`src/rtl/obi_data_router_if.sv`:
```
// OBI-style data port bundle: request fields from the initiator, grant and response back.
// A transfer happens on req & gnt; req and its fields stay stable until gnt. rvalid/rdata is a
// single-cycle response with no back-pressure, returned in request order.
interface obi_data_router_if;
    logic        req;
    logic [31:0] addr;
    logic        we;
    logic [3:0]  be;
    logic [31:0] wdata;
    logic        gnt;
    logic        rvalid;
    logic [31:0] rdata;

    modport master (output req, addr, we, be, wdata, input gnt, rvalid, rdata);
    modport slave  (input req, addr, we, be, wdata, output gnt, rvalid, rdata);
endinterface

```
`src/rtl/obi_data_router.sv`:
```
// Routes the core data port to the data memory or the peripheral window by address, keeping
// responses in order by refusing a target switch until the other target has drained.
module obi_data_router #(
    parameter logic [31:0] PMEM_BASE       = 32'h0000_8000,
    parameter logic [31:0] PMEM_SIZE       = 32'h0000_1000,
    parameter int unsigned OUTSTANDING_MAX = 8
) (
    input  logic              clk,
    input  logic              reset,
    obi_data_router_if.slave  core,
    obi_data_router_if.master dmem,
    obi_data_router_if.master pmem,
    output logic [7:0]        outstanding_o,
    output logic              proto_err_o
);
    localparam logic [7:0] CNT_MAX = 8'(OUTSTANDING_MAX);

    typedef enum logic {TGT_DMEM = 1'b0, TGT_PMEM = 1'b1} tgt_e;

    tgt_e        cur_tgt_q, cur_tgt_d;
    logic [7:0]  cnt_q, cnt_d;
    logic        err_q, err_d;

    logic [31:0] win_off;
    logic        sel_p;
    tgt_e        sel_tgt;
    logic        stall, issue, accept;
    logic        cur_rvalid, other_rvalid, both_rvalid, any_rvalid, bad_rvalid, fwd;
    logic [31:0] cur_rdata;

    // Offset subtraction wraps, so addresses below the base land far above PMEM_SIZE.
    assign win_off = core.addr - PMEM_BASE;
    assign sel_p   = (win_off < PMEM_SIZE);
    assign sel_tgt = sel_p ? TGT_PMEM : TGT_DMEM;

    assign stall = (cnt_q == CNT_MAX) | ((cnt_q != 8'd0) & (sel_tgt != cur_tgt_q));
    assign issue = ~reset & core.req & ~stall;

    assign dmem.req   = issue & ~sel_p;
    assign dmem.addr  = core.addr;
    assign dmem.we    = core.we;
    assign dmem.be    = core.be;
    assign dmem.wdata = core.wdata;

    assign pmem.req   = issue & sel_p;
    assign pmem.addr  = core.addr;
    assign pmem.we    = core.we;
    assign pmem.be    = core.be;
    assign pmem.wdata = core.wdata;

    assign accept   = (dmem.req & dmem.gnt) | (pmem.req & pmem.gnt);
    assign core.gnt = accept;

    assign cur_rvalid   = (cur_tgt_q == TGT_PMEM) ? pmem.rvalid : dmem.rvalid;
    assign other_rvalid = (cur_tgt_q == TGT_PMEM) ? dmem.rvalid : pmem.rvalid;
    assign cur_rdata    = (cur_tgt_q == TGT_PMEM) ? pmem.rdata  : dmem.rdata;
    assign both_rvalid  = dmem.rvalid & pmem.rvalid;
    assign any_rvalid   = dmem.rvalid | pmem.rvalid;
    assign bad_rvalid   = other_rvalid | both_rvalid | (any_rvalid & (cnt_q == 8'd0));

    // Any offending response is swallowed whole, including a coincident legal one.
    assign fwd         = ~reset & cur_rvalid & ~bad_rvalid;
    assign core.rvalid = fwd;
    assign core.rdata  = fwd ? cur_rdata : 32'd0;

    always_comb begin
        cnt_d     = cnt_q;
        cur_tgt_d = cur_tgt_q;
        err_d     = err_q | bad_rvalid;
        if (accept && !fwd)
            cnt_d = cnt_q + 8'd1;
        else if (!accept && fwd)
            cnt_d = cnt_q - 8'd1;
        if (accept)
            cur_tgt_d = sel_tgt;
    end

    always_ff @(posedge clk) begin
        if (reset) begin
            cnt_q     <= 8'd0;
            cur_tgt_q <= TGT_DMEM;
            err_q     <= 1'b0;
        end else begin
            cnt_q     <= cnt_d;
            cur_tgt_q <= cur_tgt_d;
            err_q     <= err_d;
        end
    end

    assign outstanding_o = cnt_q;
    assign proto_err_o   = err_q;
endmodule

```
`src/flat_wrapper.sv`:
```
// flat-port wrapper written by rule: the top's interface ports become plain ports
module obi_data_router_flat 
#(
    parameter logic [31:0] PMEM_BASE       = 32'h0000_8000,
    parameter logic [31:0] PMEM_SIZE       = 32'h0000_1000,
    parameter int unsigned OUTSTANDING_MAX = 8
)
  (clk, reset, outstanding_o, proto_err_o, core_req, core_addr, core_we, core_be, core_wdata, core_gnt, core_rvalid, core_rdata, dmem_req, dmem_addr, dmem_we, dmem_be, dmem_wdata, dmem_gnt, dmem_rvalid, dmem_rdata, pmem_req, pmem_addr, pmem_we, pmem_be, pmem_wdata, pmem_gnt, pmem_rvalid, pmem_rdata);
  obi_data_router_if core_i ();
  obi_data_router_if dmem_i ();
  obi_data_router_if pmem_i ();
  input  logic clk;
  input  logic reset;
  output logic [7:0] outstanding_o;
  output logic proto_err_o;
  input wire logic [$bits(core_i.req)-1:0] core_req;
  input wire logic [$bits(core_i.addr)-1:0] core_addr;
  input wire logic [$bits(core_i.we)-1:0] core_we;
  input wire logic [$bits(core_i.be)-1:0] core_be;
  input wire logic [$bits(core_i.wdata)-1:0] core_wdata;
  output wire logic [$bits(core_i.gnt)-1:0] core_gnt;
  output wire logic [$bits(core_i.rvalid)-1:0] core_rvalid;
  output wire logic [$bits(core_i.rdata)-1:0] core_rdata;
  output wire logic [$bits(dmem_i.req)-1:0] dmem_req;
  output wire logic [$bits(dmem_i.addr)-1:0] dmem_addr;
  output wire logic [$bits(dmem_i.we)-1:0] dmem_we;
  output wire logic [$bits(dmem_i.be)-1:0] dmem_be;
  output wire logic [$bits(dmem_i.wdata)-1:0] dmem_wdata;
  input wire logic [$bits(dmem_i.gnt)-1:0] dmem_gnt;
  input wire logic [$bits(dmem_i.rvalid)-1:0] dmem_rvalid;
  input wire logic [$bits(dmem_i.rdata)-1:0] dmem_rdata;
  output wire logic [$bits(pmem_i.req)-1:0] pmem_req;
  output wire logic [$bits(pmem_i.addr)-1:0] pmem_addr;
  output wire logic [$bits(pmem_i.we)-1:0] pmem_we;
  output wire logic [$bits(pmem_i.be)-1:0] pmem_be;
  output wire logic [$bits(pmem_i.wdata)-1:0] pmem_wdata;
  input wire logic [$bits(pmem_i.gnt)-1:0] pmem_gnt;
  input wire logic [$bits(pmem_i.rvalid)-1:0] pmem_rvalid;
  input wire logic [$bits(pmem_i.rdata)-1:0] pmem_rdata;
  assign core_i.req = core_req;
  assign core_i.addr = core_addr;
  assign core_i.we = core_we;
  assign core_i.be = core_be;
  assign core_i.wdata = core_wdata;
  assign core_gnt = core_i.gnt;
  assign core_rvalid = core_i.rvalid;
  assign core_rdata = core_i.rdata;
  assign dmem_req = dmem_i.req;
  assign dmem_addr = dmem_i.addr;
  assign dmem_we = dmem_i.we;
  assign dmem_be = dmem_i.be;
  assign dmem_wdata = dmem_i.wdata;
  assign dmem_i.gnt = dmem_gnt;
  assign dmem_i.rvalid = dmem_rvalid;
  assign dmem_i.rdata = dmem_rdata;
  assign pmem_req = pmem_i.req;
  assign pmem_addr = pmem_i.addr;
  assign pmem_we = pmem_i.we;
  assign pmem_be = pmem_i.be;
  assign pmem_wdata = pmem_i.wdata;
  assign pmem_i.gnt = pmem_gnt;
  assign pmem_i.rvalid = pmem_rvalid;
  assign pmem_i.rdata = pmem_rdata;
  obi_data_router #(.PMEM_BASE(PMEM_BASE), .PMEM_SIZE(PMEM_SIZE), .OUTSTANDING_MAX(OUTSTANDING_MAX)) u_core (.clk(clk), .reset(reset), .core(core_i), .dmem(dmem_i), .pmem(pmem_i), .outstanding_o(outstanding_o), .proto_err_o(proto_err_o));
endmodule
```
`config.mk`:
```
export PLATFORM = sky130hd
export DESIGN_NAME = obi_data_router_flat
export DESIGN_NICKNAME = d
export VERILOG_FILES = /design/src/rtl/obi_data_router_if.sv /design/src/rtl/obi_data_router.sv /design/src/flat_wrapper.sv
export SDC_FILE = /design/constraint.sdc
export NUM_CORES = 1
export LEC_CHECK = 0
export CAP_MARGIN = 20
export CELL_PAD_IN_SITES_DETAIL_PLACEMENT = 1
export CELL_PAD_IN_SITES_GLOBAL_PLACEMENT = 1
export CORE_AREA = 2 2 127 129
export DETAILED_ROUTE_END_ITERATION = 8
export DIE_AREA = 0 0 129 131
export GPL_ROUTABILITY_DRIVEN = 1
export HOLD_SLACK_MARGIN = 0.06
export PLACE_DENSITY_LB_ADDON = 0.1
export SLEW_MARGIN = 40
export SYNTH_ARGS = -nofsm -noshare
export SYNTH_HDL_FRONTEND = slang
export SYNTH_SLANG_ARGS = --single-unit
```
`constraint.sdc`:
```
create_clock -name clk -period 11.1 [get_ports clk]
set_input_delay 2.22 -clock clk [delete_from_list [all_inputs] [get_ports clk]]
set_output_delay 2.22 -clock clk [all_outputs]
set_load 0.02 [all_outputs]
```
==> results of run 1 <==
==> metal layers <==
| metal | track usage (%) | part of all wire [%] |
|---|---|---|
| met5 | 0 | 0 |
| met4 | 4.348 | 3.5 |
| met3 | 1.507 | 6.8 |
| met2 | 18.30 | 55 |
| met1 | 9.142 | 34 |
==> worst max path at each step <==
| stage | from | cells past startpoint | endpoint | slack [ns] |
|---|---|---|---|---|
| 6_report | core_addr[15] | 10 | core_gnt | 3.85 |
| 5_1_grt | core_addr[15] | 10 | core_gnt | 3.63 |
| 4_1_cts | core_addr[15] | 10 | core_gnt | 3.78 |
| 3_5_place_dp | core_addr[15] | 10 | core_gnt | 3.78 |
| 3_3_place_gp | core_addr[15] | 10 | core_gnt | 3.92 |
| 2_1_floorplan | core_addr[15] | 8 | core_gnt | 5.19 |
==> power breakdown <==
part	internal [mW]	switching, mW	total [mW]
registers	0.0438	0.0104	0.0542
clock network	0.0467	0.0160	0.0627
logic	0.113	0.109	0.222
total	0.203	0.136	0.339
==> final cells by class <==
class	count	area (um2)
fillers	1835	12120
repair buffers	177	1767
multi-input cells	158	1131
well taps	216	270.3
flip-flops and latches	10	201.4
clock buffers	3	75.07
inverters	8	30.03
==> sequential cells by signal (all words and copies together), names as in the netlist <==
name and count:
u_core.proto_err_o 1, u_core.outstanding_o 8, u_core.cur_tgt_q 1
==> logic make-up after synthesis <==
family | count (synthesis)
buffers and inverters | 156
XOR/XNOR | 7
AND/OR/NAND/NOR | 80
multiplexers | 34
AO/OA/AOI/OAI | 28
adder cells (fa/ha/maj) | 9
flip-flops | 10
==> stage by stage <==
| stage | setup WS (ns) | power [mW] | instances | cell area [um2] | hold slack, ns |
|---|---|---|---|---|---|
| global placement | 3.924 | 0.2789 | 569 | 3400 | 0.4430 |
| global route | 3.633 | 0.3662 | 572 | 3475 | 0.4888 |
| detailed placement | 3.779 | 0.2805 | 569 | 3400 | 0.4476 |
| CTS | 3.777 | 0.3457 | 572 | 3475 | 0.4539 |
| floorplan | 5.186 | 0.2351 | 324 | 2449 | 0.5222 |
| finish | 3.849 | 0.3393 | 572 | 3475 | 0.4465 |
==> cells in the mapped netlist (2+ instances only) <==
cell      number
nor2b_1        3
buf_2          2
a21oi_1        7
dfxtp_1       10
nor4_1         4
a22oi_1        2
nor4b_1        3
clkbuf_1       4
mux2i_1       34
or3_1          2
ha_1           8
buf_4        141
nand2_1        3
xor2_1         3
inv_1          8
nor2_1        51
nor3_1         4
nand3_1        3
o211ai_2       2
o21ai_0        4
a21o_1         2
xnor2_1        4
==> critical path, delay by kind of cell <==
kind,cells,cell delay (ns)
adders and majority gates,1,0.28
buffers and inverters,3,1.24
AOI/OAI and AO/OA,3,0.57
and+or+nand+nor,3,0.73
==> metrics.md, run 1 <==
| Metric | Value |
|---|---|
| Vias after detailed routing | `2,074` |
| Die Area | `16,900 um2` |
| Largest net degree at the start of global routing | `35` |
| Drt wl/cell | `15.18 um` |
| TritonCTS sink count | `10` |
| Vias in the first global route | `slightly above 2,000` |
| Setup violation total in the final timing report | `0` |
| Run status | `finished clean` |
| Cell repeated most along the worst path | `clkdlybuf4s50_1` |
| Crit share post-route | `65.33%` |
| Terminus of the critical flop-to-flop path | `u_core.outstanding_o[6]` |
| Syn-to-layout area delta | `41.90%` |
| Simple logic cell fraction of the synthesized area | `16.10%` |
| Final max-slew violation count | `0` |
| Final period demand of the worst path | `7.251 ns` |
| Total inserted antenna cells | `0` |
| Required time at the worst-slack endpoint | `approximately 9 ns` |
| R2R Path Start | `u_core.outstanding_o[0]` |
| Yosys synthesis warning count | `0` |
| Min-delay worst type | `reg2reg` |
| Combinational family with the most area after synthesis | `buffers and inverters` |
| Worst max-slew margin expressed relative to the limit | `roughly 59%` |
| Synthesized area per cell | `7.557 um2` |
| Longest individual stage delay on the worst path | `0.62 ns` |
| Commonest non-fill, non-tap cell in the layout | `clkdlybuf4s50_1` |
| Number of maximum-capacitance violations | `0` |
| Number of DRC violations after detailed-routing iteration 0 | `28` |
| Pwr Density | `97.65 nW/um2` |
| Yosys top cell by area | `buf_4` |
| Adder and majority cell fraction of the synthesized area | `4.905%` |
| Post-CTS Hold Fix Bufs | `0` |
| Compound-cell area share of the yosys netlist | `under 10%` |
| Length of the first detailed-routing pass in iterations | `4` |
| Setup Total Neg Slack | `0 ns` |
| Via density | `3.626` |
| All-layer global routing usage | `9.148%` |
| Final layout net count | `507` |
| Remaining antenna violation count after routing | `0` |
| Flop2flop setup slack | `~7.3 ns` |
| End-of-flow core utilization | `22.28%` |
| Kind of start point of the critical path | `input port` |
| Detailed-route wire length | `8685 um` |
| Die Height | `~130 um` |
| Die Wd | `approximately 130 um` |
| Largest cells by area after synthesis | `buf_4 (43%), mux2i_1 (14%), dfxtp_1 (8.2%)` |
| Slowest cell on the critical path | `clkdlybuf4s50_1` |
| Worst Path Arrival | `5.03 ns` |
| Post-CTS setup repair buffer count | `0` |
| Highest achievable clock rate | `0.1379 GHz` |
| Worst R2R Path Depth | `15` |
| Startpoint of the lowest-slack hold path | `u_core.proto_err_o` |
| Number of input and output port buffers inserted | `175` |
| CORE AREA | `15,600 um2` |
| Commonest cells after routing, fill and taps aside | `clkdlybuf4s50_1 (175), nor2_1 (51), mux2i_1 (34)` |
| Category of the worst setup path capture point | `output pin` |
| Critical setup path kind | `in2out` |
| Detailed-placement wirelength estimate | `7356 um` |
| Number of flip-flops and latches in the synthesized netlist | `10` |
| Level count of the clock H-tree | `1` |
| Maximum buffer depth of the clock tree | `2` |
| Mapped Area | `2449 um2` |
| Worst voltage drop across the vdd grid | `0.08003 mV` |
| Share of layout cells above drive strength 1 | `under 10%` |
| DRC violation count after routing | `0` |
| Gate count of the mapped netlist | `around 320` |
| First-pass GRT wire length | `11,960 um` |
| Global placement routability congestion | `0.7203` |
| Overflow left after global routing | `0` |
| Number of cell rows | `46` |
| Worst Hold End | `u_core.proto_err_o` |
| Top-level port count | `roughly 320` |
| Leakage power of the design | `1.209 nW` |
| Number of failing hold endpoints at the final stage | `0` |
| Clock-pin slew reported for the worst setup and hold paths after clock tree synthesis | `roughly 0.040 ns` |
| Quantity of gates resized following cts | `0` |
| EDFF count, synth | `0` |
| Insertion delay of the later-clocked pin in the worst-skew pair | `0.23 ns` |
| Primary flip-flop cell chosen by synthesis mapping | `dfxtp_1` |
| Clock tree from TritonCTS | `done` |
| Fraction of registers with async set or reset after synthesis | `0%` |
| CP max FO | `4` |
| Effective utilization at floorplan | `15.70%` |
| Share of the synthesized netlist area taken by xor and xnor gates | `under 10%` |
| Proportion of synthesized chip area in sequential cells | `8.176%` |
| Top-area cell type share of the netlist area | `a little over two fifths` |
| Final Skew | `0.002551 ns` |
| Root buffer cell | `clkbuf_16` |
| Transition time at the pin with the least slew margin | `0.6163 ns` |
| Post-synthesis cell type count | `42` |
| List of cells traversed by the critical path | `clkdlybuf4s50_1, inv_1, ha_1, nor4b_1, nand4_1, a311oi_2, o211ai_2, nor3_1, a21o_1, clkdlybuf4s50_1` |
| Hold depth | `2` |
| Unrepaired setup endpoints after global routing | `no` |
| Portion of netlist area occupied by mux cells | `13.90%` |
| Post-Syn Nets | `473` |
| Total CTS buffers | `3` |
| Initial antenna violation count | `0` |
Power figures use the tool's default switching activity.
==> run 2: changes to the inputs <==
--- a/config.mk
+++ b/config.mk
@@ -8,9 +8,9 @@
 export CAP_MARGIN = 20
 export CELL_PAD_IN_SITES_DETAIL_PLACEMENT = 1
 export CELL_PAD_IN_SITES_GLOBAL_PLACEMENT = 1
-export CORE_AREA = 2 2 127 129
+export CORE_MARGIN = 1.5
+export CORE_UTILIZATION = 14
 export DETAILED_ROUTE_END_ITERATION = 8
-export DIE_AREA = 0 0 129 131
 export GPL_ROUTABILITY_DRIVEN = 1
 export HOLD_SLACK_MARGIN = 0.06
 export PLACE_DENSITY_LB_ADDON = 0.1
==> constraint.sdc (replaced) <==
create_clock -name clk -period 6.4 [get_ports clk]
set_input_delay 1.28 -clock clk [delete_from_list [all_inputs] [get_ports clk]]
set_output_delay 1.28 -clock clk [all_outputs]
set_load 0.02 [all_outputs]
==> run 2 against run 1 <==
  * Final cell count up 1.7%
  * Clock skew down 0.0013 ns
  * Setup slack worse by 2.9 ns
  * First-iteration DRC count up 29%
  * Highest routed layer unchanged
  * Global-route usage down 0.46 points
  * Total power up 75%
  * Non-clock buffer count up 1
  * Combinational power up 74%
  * Die area up 8.2%
==> metrics.md, run 2 (synthesized netlist as in run 1, its figures left out) <==
| Metric | Value |
|---|---|
| Worst max-slew margin expressed relative to the limit | `59.94% (+1.0 points)` |
| Required time at the worst-slack endpoint | `5.12 ns (-3.76 ns)` |
| Run status | `finished clean` |
| Transition time at the pin with the least slew margin | `0.6009 ns (-0.01535 ns)` |
| Post-CTS setup repair buffer count | `0 (unchanged)` |
| All-layer global routing usage | `8.683% (-0.46 points)` |
| Unrepaired setup endpoints after global routing | `no` |
| Clock tree from TritonCTS | `done` |
| Critical setup path kind | `in2out` |
| Final Skew | `0.001289 ns (-0.001262 ns)` |
| Maximum buffer depth of the clock tree | `2 (unchanged)` |
| CP max FO | `4 (unchanged)` |
| Number of input and output port buffers inserted | `175 (unchanged)` |
| Length of the first detailed-routing pass in iterations | `4 (unchanged)` |
| Flop2flop setup slack | `2.60 ns (-4.71 ns)` |
| Remaining antenna violation count after routing | `0 (unchanged)` |
| Initial antenna violation count | `0 (unchanged)` |
| Largest net degree at the start of global routing | `35 (unchanged)` |
| Insertion delay of the later-clocked pin in the worst-skew pair | `0.24 ns (about the same)` |
| Drt wl/cell | `14.68 um (-3.3%)` |
| Setup crit end | `core_gnt` |
| Total inserted antenna cells | `0 (unchanged)` |
| R2R Path Start | `u_core.outstanding_o[0]` |
| Worst Path Arrival | `4.16 ns (-0.87 ns)` |
| Quantity of gates resized following cts | `0 (unchanged)` |
| Final layout net count | `508 (+0.20%)` |
| Final period demand of the worst path | `5.437 ns` |
| Pwr Density | `170.3 nW/um2 (+74%)` |
| Syn-to-layout area delta | `42.67%` |
| TritonCTS sink count | `10 (unchanged)` |
| Detailed-placement wirelength estimate | `7132 um (-3.0%)` |
| Setup violation total in the final timing report | `0 (unchanged)` |
| Die Height | `135.3 um (+3.2%)` |
| Global placement routability congestion | `0.6762 (-6.1%)` |
| Vias in the first global route | `2,209 (+8.2%)` |
| Kind of start point of the critical path | `input port` |
| Number of maximum-capacitance violations | `0 (unchanged)` |
| Final setup margin | `0.9625 ns (-2.886 ns)` |
| Root buffer cell | `clkbuf_16` |
| Number of cell rows | `48 (+4.3%)` |
| Via density | `3.591 (-0.96%)` |
| Worst hold-check slack | `0.4662 ns (+0.01970 ns)` |
| Worst voltage drop across the vdd grid | `0.1016 mV (+27%)` |
| Worst setup startpoint | `core_addr[15]` |
| Crit share post-route | `84.96%` |
| Clock-pin slew reported for the worst setup and hold paths after clock tree synthesis | `0.04 ns (about the same)` |
| Commonest non-fill, non-tap cell in the layout | `clkdlybuf4s50_1` |
| Overflow left after global routing | `0 (unchanged)` |
| First-pass GRT wire length | `12,430 um (+4.0%)` |
| Total CTS buffers | `3 (unchanged)` |
| Final max-slew violation count | `0 (unchanged)` |
| Fin cells | `582 (+1.7%)` |
| Number of failing hold endpoints at the final stage | `0 (unchanged)` |
| Die Area | `18,290 um2 (+8.2%)` |
| Vias after detailed routing | `2,090 (+0.77%)` |
| Count of placed standard cells including taps | `579 (+1.8%)` |
| Post-placement setup slack | `0.8412 ns (-2.938 ns)` |
| Detailed-route wire length | `8543 um (-1.6%)` |
| Highest achievable clock rate | `0.1839 GHz` |
| Worst R2R Path Depth | `15 (unchanged)` |
| Leakage power of the design | `1.214 nW (+0.40%)` |
| CORE AREA | `17,180 um2 (+10%)` |
| End-of-flow core utilization | `20.34% (-1.9 points)` |
| Commonest cells after routing, fill and taps aside | `clkdlybuf4s50_1 (175), nor2_1 (51), mux2i_1 (34)` |
| Startpoint of the lowest-slack hold path | `u_core.proto_err_o` |
| Category of the worst setup path capture point | `output pin` |
| Effective utilization at floorplan | `14.26% (-1.4 points)` |
| Number of flip-flops in the largest register | `8 (unchanged)` |
| Hold depth | `2 (unchanged)` |
| DRC violation count after routing | `0 (unchanged)` |
| Level count of the clock H-tree | `1 (unchanged)` |
| Setup Total Neg Slack | `0 ns (unchanged)` |
| Share of layout cells above drive strength 1 | `4.482% (+0.27 points)` |
| Post-CTS Hold Fix Bufs | `0 (unchanged)` |
| Top-level port count | `323 (unchanged)` |
| Number of DRC violations after detailed-routing iteration 0 | `36 (+29%)` |
| Min-delay worst type | `reg2reg` |
| Terminus of the critical flop-to-flop path | `u_core.outstanding_o[6]` |
| Die Wd | `135.3 um (+4.8%)` |
==> run 2: changes by cell type in the layout (fill, tap and decap cells not counted) <==
| cell | delta |
|---|---|
| buf_4 | +1 |
==> run 2: worst min path at each step <==
stage | end | slack (ns)
after floorplan | u_core.proto_err_o | 0.52
after CTS | u_core.proto_err_o | 0.47
after global placement | u_core.proto_err_o | 0.46
final | u_core.proto_err_o | 0.47
after global routing | u_core.proto_err_o | 0.50
after detailed placement | u_core.proto_err_o | 0.45
==> run 2: layout make-up <==
cell class	count	area, um2
fillers	2067	13680
repair buffers	178	1774
multi-input cells	158	1131
well taps	225	281.5
flip-flops and latches	10	201.4
clock buffers	3	75.07
inverters	8	30.03
==> run 2: metal layers <==
| layer | track usage, % | up-vias | routed length, um |
|---|---|---|---|
| met5 | 0 | - | 0 |
| met4 | 2.449 | 0 | 129 |
| met3 | 1.871 | 26 | 625 |
| met2 | 17.18 | 74 | 4656 |
| met1 | 9.091 | 983 | 3132 |
| li1 | - | 1007 | - |
==> run 2: power breakdown <==
| part | switching [mW] | internal, mW |
|---|---|---|
| Sequential | 0.0202 | 0.0759 |
| Clock | 0.0308 | 0.0812 |
| Combinational | 0.190 | 0.196 |
| Total | 0.241 | 0.354 |
==> run 2: worst max-delay path, stage by stage <==
cell and delay, ns:
clkdlybuf4s50_1 0.52, inv_1 0.10, ha_1 0.28, nor4b_1 0.28, nand4_1 0.16, a311oi_2 0.26
o211ai_2 0.17, nor3_1 0.30, a21o_1 0.18, clkdlybuf4s50_1 0.63
==> run 2: through the flow <==
step           instance area (um2)  power, mW
2_1_floorplan                 2449     0.4077
6_report                      3493     0.5948
3_3_place_gp                  3418     0.4902
4_1_cts                       3493     0.6048
5_1_grt                       3493     0.6432
3_5_place_dp                  3418     0.4877
